### src/rtl/serial_add_seq.sv
// Bit-serial add sequencer: feeds a registered one-bit full adder LSB-first,
// closes the carry loop combinationally and assembles the parallel sum.
module serial_add_seq #(
  parameter int WIDTH = 8
) (
  input  logic             clk,
  input  logic             reset,
  input  logic             start,
  input  logic [WIDTH-1:0] a,
  input  logic [WIDTH-1:0] b,
  input  logic             cin_init,
  output logic             busy,
  output logic             done,
  output logic [WIDTH-1:0] result,
  output logic             carry_out,
  output logic             fa_in1,
  output logic             fa_in2,
  output logic             fa_cin,
  input  logic             fa_sum,
  input  logic             fa_cout
);

  localparam int CNT_W = (WIDTH > 2) ? $clog2(WIDTH) : 1;
  localparam logic [CNT_W-1:0] CNT_LAST = CNT_W'(WIDTH - 1);

  localparam logic [1:0] IDLE  = 2'd0;
  localparam logic [1:0] FEED  = 2'd1;
  localparam logic [1:0] DRAIN = 2'd2;
  localparam logic [1:0] FIN   = 2'd3;

  logic [1:0]       state_q, state_d;
  logic [CNT_W-1:0] cnt_q, cnt_d;
  logic [WIDTH-1:0] opa_q, opa_d;
  logic [WIDTH-1:0] opb_q, opb_d;
  logic             cin_q, cin_d;
  logic [WIDTH-1:0] acc_q, acc_d;
  logic [WIDTH-1:0] result_q, result_d;
  logic             cout_q, cout_d;
  logic [WIDTH-1:0] acc_shift;

  // Sum bits arrive one cycle behind their inputs, so they enter at the MSB.
  assign acc_shift = WIDTH'({fa_sum, acc_q} >> 1);

  always_comb begin
    state_d  = state_q;
    cnt_d    = cnt_q;
    opa_d    = opa_q;
    opb_d    = opb_q;
    cin_d    = cin_q;
    acc_d    = acc_q;
    result_d = result_q;
    cout_d   = cout_q;
    case (state_q)
      IDLE, FIN: begin
        if (start) begin
          opa_d   = a;
          opb_d   = b;
          cin_d   = cin_init;
          cnt_d   = '0;
          state_d = FEED;
        end else begin
          state_d = IDLE;
        end
      end
      FEED: begin
        opa_d = opa_q >> 1;
        opb_d = opb_q >> 1;
        cnt_d = cnt_q + CNT_W'(1);
        if (cnt_q != '0) acc_d = acc_shift;
        if (cnt_q == CNT_LAST) begin
          cnt_d   = '0;
          state_d = DRAIN;
        end
      end
      DRAIN: begin
        acc_d    = acc_shift;
        result_d = acc_shift;
        cout_d   = fa_cout;
        state_d  = FIN;
      end
      default: state_d = IDLE;
    endcase
  end

  always_ff @(posedge clk) begin
    if (reset) begin
      state_q  <= IDLE;
      cnt_q    <= '0;
      opa_q    <= '0;
      opb_q    <= '0;
      cin_q    <= 1'b0;
      acc_q    <= '0;
      result_q <= '0;
      cout_q   <= 1'b0;
    end else begin
      state_q  <= state_d;
      cnt_q    <= cnt_d;
      opa_q    <= opa_d;
      opb_q    <= opb_d;
      cin_q    <= cin_d;
      acc_q    <= acc_d;
      result_q <= result_d;
      cout_q   <= cout_d;
    end
  end

  // fa_cout -> fa_cin is the only combinational input-to-output path.
  assign fa_in1    = (state_q == FEED) & opa_q[0];
  assign fa_in2    = (state_q == FEED) & opb_q[0];
  assign fa_cin    = (state_q == FEED) & ((cnt_q == '0) ? cin_q : fa_cout);
  assign busy      = (state_q == FEED) | (state_q == DRAIN);
  assign done      = (state_q == FIN);
  assign result    = result_q;
  assign carry_out = cout_q;

endmodule

### config.mk
export PLATFORM = sky130hd
export DESIGN_NAME = serial_add_seq
export DESIGN_NICKNAME = d
export VERILOG_FILES = /design/src/rtl/serial_add_seq.sv
export SDC_FILE = /design/constraint.sdc
export NUM_CORES = 1
export LEC_CHECK = 0
export CAP_MARGIN = 20
export CORE_MARGIN = 2
export CORE_UTILIZATION = 35
export CTS_BUF_LIST = sky130_fd_sc_hd__clkbuf_4 sky130_fd_sc_hd__clkbuf_8
export DETAILED_ROUTE_END_ITERATION = 12
export GPL_TIMING_DRIVEN = 0
export PLACE_DENSITY_LB_ADDON = 0.08
export SLEW_MARGIN = 20
export SYNTH_ARGS = -nofsm -noshare
export SYNTH_HDL_FRONTEND = slang
export SYNTH_SLANG_ARGS = --single-unit
### constraint.sdc
create_clock -name clk -period 2.2 [get_ports clk]
set_input_delay 0.44 -clock clk [delete_from_list [all_inputs] [get_ports clk]]
set_output_delay 0.44 -clock clk [all_outputs]
set_load 0.03 [all_outputs]
After elaboration in Yosys (flattened, before gate mapping). Cells that the tools add are included.

Bits in read-only memories: 0. Word-level logic and storage cells: 42. Bits in writable memories: 0. Input bits: 22. Memories: 0. Bits in latches: 0. Output and inout bits: 14. Flip-flop bits (word level): 39.

Reduce and logical (&&, ||, !) cells: 9. Add/sub/neg operators: 1. Multipliers: 0. Shifts and indexed selects: 0. Bitwise logic cells: 4. Divide/modulo/power cells: 0. Order comparisons: 0. Equality and inequality tests: 7. Multiplexer cells: 13.

Operators with widths (count): 8-bit one-hot mux with 2 select lines (3); 8-bit two-way mux (3); 3-bit two-way mux (2); 2-bit inequality test (second input constant) (3); 2-bit one-hot mux with 3 select lines (1); 3-bit one-hot mux with 2 select lines (1); 2-bit AND reduction (3); 2-bit == test (second input constant) (2); 2-bit nonzero test (2); 3-bit by 1-bit adder with 3-bit output (second input constant) (1); 1-bit bitwise AND (3); 3-bit == test (second input constant) (1); 3-bit zero test (1); 3-bit nonzero test (1); 2-bit by 1-bit == test with 1-bit output (second input constant) (1); 2-bit zero test (1); 1-bit two-way mux (2); 2-bit two-way mux (1); 2-bit OR reduction (1); 1-bit bitwise OR (1).

Longest topological paths before layout.
Word-level depth: 4. Mapped depth: 7. Mapped depth without buffers: 5.

Least setup slack after synthesis. Ideal clock, no wire load.

Kind: flip-flop to output port. Start: register state_q[0]. End: output fa_cin. Data required time: 1760 ps. Cell stages (with the launch flop): 5. Setup slack: 413 ps. Arrival time: 1347 ps. Path buffers: 2. Path through: dfxtp_1 > ha_1 > buf_2 > buf_2 > nor2b_1.

Longest elaborated chain between the ends: 2.

RTL lines: start: declaration (RTL line 31) `logic [1:0] state_q, state_d;`; start signal: assignment (RTL line 96) `state_q <= state_d;`; 2-bit by 1-bit == test with 1-bit output (RTL line 110) `assign fa_cin = (state_q == FEED) & ((cnt_q == '0) ? cin_q : fa_cout);`; 1-bit bitwise AND (RTL line 110); end: declaration (RTL line 18) `output logic fa_cin,`.

Every way passes these cells.

Final worst setup path.
Start: register state_q[0]. End: output busy.

Longest elaborated chain between the ends: 2. Elaborated cells between the ends (all ways): 3. Classes of those cells: eq/ne (2); bitwise (1).

RTL lines: 2-bit by 1-bit == test with 1-bit output / 2-bit == test (equally long branches) (RTL line 111) `assign busy = (state_q == FEED) | (state_q == DRAIN);`; 1-bit bitwise OR (*) (RTL line 111); end: declaration (RTL line 12) `output logic busy,`.

Mark *: on every way between the ends. The rest lies on a longest branch, timed or not.

==> impl_metrics.tcl <==
set metrics [dict create \
    root_buffer "clkbuf_8" \
    rrSetupSlack_ps 490 \
    period_share 0.944 \
    critPathCaptureType "output port" \
    ys_seq_area_frac 0.438 \
    power_leakage_nw 0.889 \
    grt_max_degree 12 \
    crit_required_ps 1760 \
    outcome "completed" \
    fillers 482 \
    ctsHoldBuffers 0 \
    startpoint "state_q[0]" \
    cp_slowest_cell "dlygate4sd2_1" \
    first_pass_iters 4 \
    cpMostUsedCell "inv_1" \
    min_path_type "reg2reg" \
    path_max_fanout 7 \
    die_area_mm2 0.00554 \
    syn_area_per_cell_um2 10.2 \
    crit-reg2reg-launch "state_q[0]" \
    crit_type "reg2out" \
    route.antenna.remaining_nets 0 \
    worst_pin_slew_ps 604 \
    synthToLayoutAreaGrowth_pct 30.5 \
    finalClockSkew_ps 4.71 \
    yosysTopAreaCell "dfxtp_1" \
    vias_per_cell 4.64 \
    cts_buffers 5 \
    routedWlPerCell_um 12.3 \
    final_max_slew_viol_count 0 \
    postCtsSetupRepairBufs 0 \
    final_hold_viol_count 0 \
    max_cap_viol_count 0 \
    cp_num_buf_inv 4 \
    setup_viol 0 \
    final_nets 240 \
    cts.htree.levels 2 \
    dp_cells 272 \
    rsz0062_at_grt "no" \
    core_area_mm2 0.00475 \
    slew_headroom 0.597 \
    synth.net_count 198 \
    drc 0 \
    multiInputGateArea_um2 872 \
    drtIter0Drc 30 \
    critPathTopFamily "buffers and inverters" \
    grt_use_total 0.141 \
    yosysTopAreaCellShare 0.438 \
    tritoncts "built" \
    crit_path_max_incr_delay_ps 390 \
    final_cell_mix "dfxtp_1 (37), mux2i_1 (31), clkdlybuf4s50_1 (31)" \
    start_util 0.365 \
    place.gp.congestion 0.756 \
    io_buffers 35 \
    ys_ff_latch 38 \
    powerDensity_mw_per_mm2 1190 \
    die_x_um 74.4 \
    cp.arrival_ps 1640 \
    total_power_mw 2.69 \
    min_from "cin_q" \
    hpwl_mm 2.54 \
    seqCellArea_um2 762 \
    ios 36 \
    syn_area_mm2 0.00174 \
    clk_latency_ps 280 \
    instances_no_fill 280 \
    drive_above_1_share 0.169 \
    final_common_cell "dfxtp_1" \
    grt_pass1_vias 1279 \
    die_y_um 74.4 \
    finalSetupTns_ps 0 \
    yosysUniqueCellTypes 25 \
    clockBufferDepth 2 \
    row_count 25 \
    yosys_warnings 0 \
    ir_drop_uv 534 \
    cts.sink_count 38 \
    dr_total_vias 1299 \
    synthTopCellsByArea "dfxtp_1 (44%), mux2i_1 (18%), a211oi_2 (7.2%)" \
    overflow 0 \
    path_cells "inv_1 -> ha_1 -> buf_6 -> inv_1 -> dlygate4sd2_1" \
    netlist_instances 170 \
    drt-total-wl_mm 3.44 \
    antenna_cells 0 \
    fmax_mhz 482 \
    period_minus_slack_ps 2080 \
    grt_pass1_wl_mm 5.94 \
    clk_pin_slew_ps 70 \
    startpoint_type "flip-flop" \
    antenna_found_initial 0 \
]
## sequential cells by signal, summed over array words and instances (netlist names)
name / count
cin_q: 1
acc_q: 7
result: 8
opb_q: 8
cnt_q: 3
carry_out: 1
opa_q: 8
state_q: 2
## synthesized netlist by cell type
cell type,n
nand2_1,6
nor2b_1,2
buf_2,5
a211oi_1,5
clkbuf_1,3
nand2b_1,9
a311oi_1,1
a22oi_1,2
buf_4,2
nand3_1,3
nor2_1,28
inv_1,5
dfxtp_1,38
a21oi_2,1
mux2_4,1
or3_1,1
mux2i_2,1
and3b_2,1
a21o_1,1
a21oi_1,3
ha_1,6
buf_6,3
a211oi_2,10
mux2i_1,31
and2_1,2
## metrics by stage
step                      utilization  setup slack, ps  instance area [um2]  hold WS [ps]
after floorplan                     -              413                 1740           436
after global placement          0.457            -80.9                 2170           450
after detailed placement        0.457            -87.9                 2170           465
after CTS                       0.478             38.5                 2270           475
after global routing            0.477             19.6                 2270           480
final                           0.477              124                 2270           471
## layer usage
layer	vias to the layer above	global-route usage	part of all wire
li1	667	-	-
met1	598	0.178	0.49
met2	27	0.229	0.45
met3	7	0.0434	0.047
met4	0	0.0516	0.015
met5	-	0	0
## cell type report
cell class | count | share of cell area
multi-input combinational | 114 | 0.385
sequential | 38 | 0.336
timing repair buffer | 35 | 0.153
clock buffer | 7 | 0.0398
buffer | 13 | 0.0387
tap | 67 | 0.0370
inverter | 5 | 0.00828
clock inverter | 1 | 0.00221
## cells by family (layout without fill, tap and decap cells)
| kind of cell | Yosys count | count (layout) | share of synthesized area |
|---|---|---|---|
| multiplexers | 33 | 33 | 0.195 |
| buffers and inverters | 18 | 61 | 0.0598 |
| adder cells (fa/ha/maj) | 6 | 6 | 0.0432 |
| AND/OR/NAND/NOR | 52 | 52 | 0.138 |
| flip-flops | 38 | 38 | 0.438 |
| AO/OA/AOI/OAI | 23 | 23 | 0.125 |
## worst reg2reg max path, stage by stage (launching register included)
cell	delay (ps)
dfxtp_1	380
inv_1	60
ha_1	310
buf_6	140
mux2_4	320
buf_4	180
nor2_1	130
a211oi_2	60
## worst paths after layout
path,to,depth (start not counted)
max,busy,5
min,cin_q,2
max reg2reg,opb_q[2],7
min reg2reg,cin_q,2
## power by group
group          switching [mW]  internal (mW)  leakage [nW]
sequential             0.0908          0.862         0.311
clock                   0.233          0.265        0.0517
combinational           0.670          0.570         0.527
## repair_timing
| action | 4_1_cts | 5_1_grt |
|---|---|---|
| pin swaps | 0 | 0 |
| setup endpoints to repair | 4 | 3 |
| resized for setup | 11 | 3 |
(Power assumes the default switching activity.)
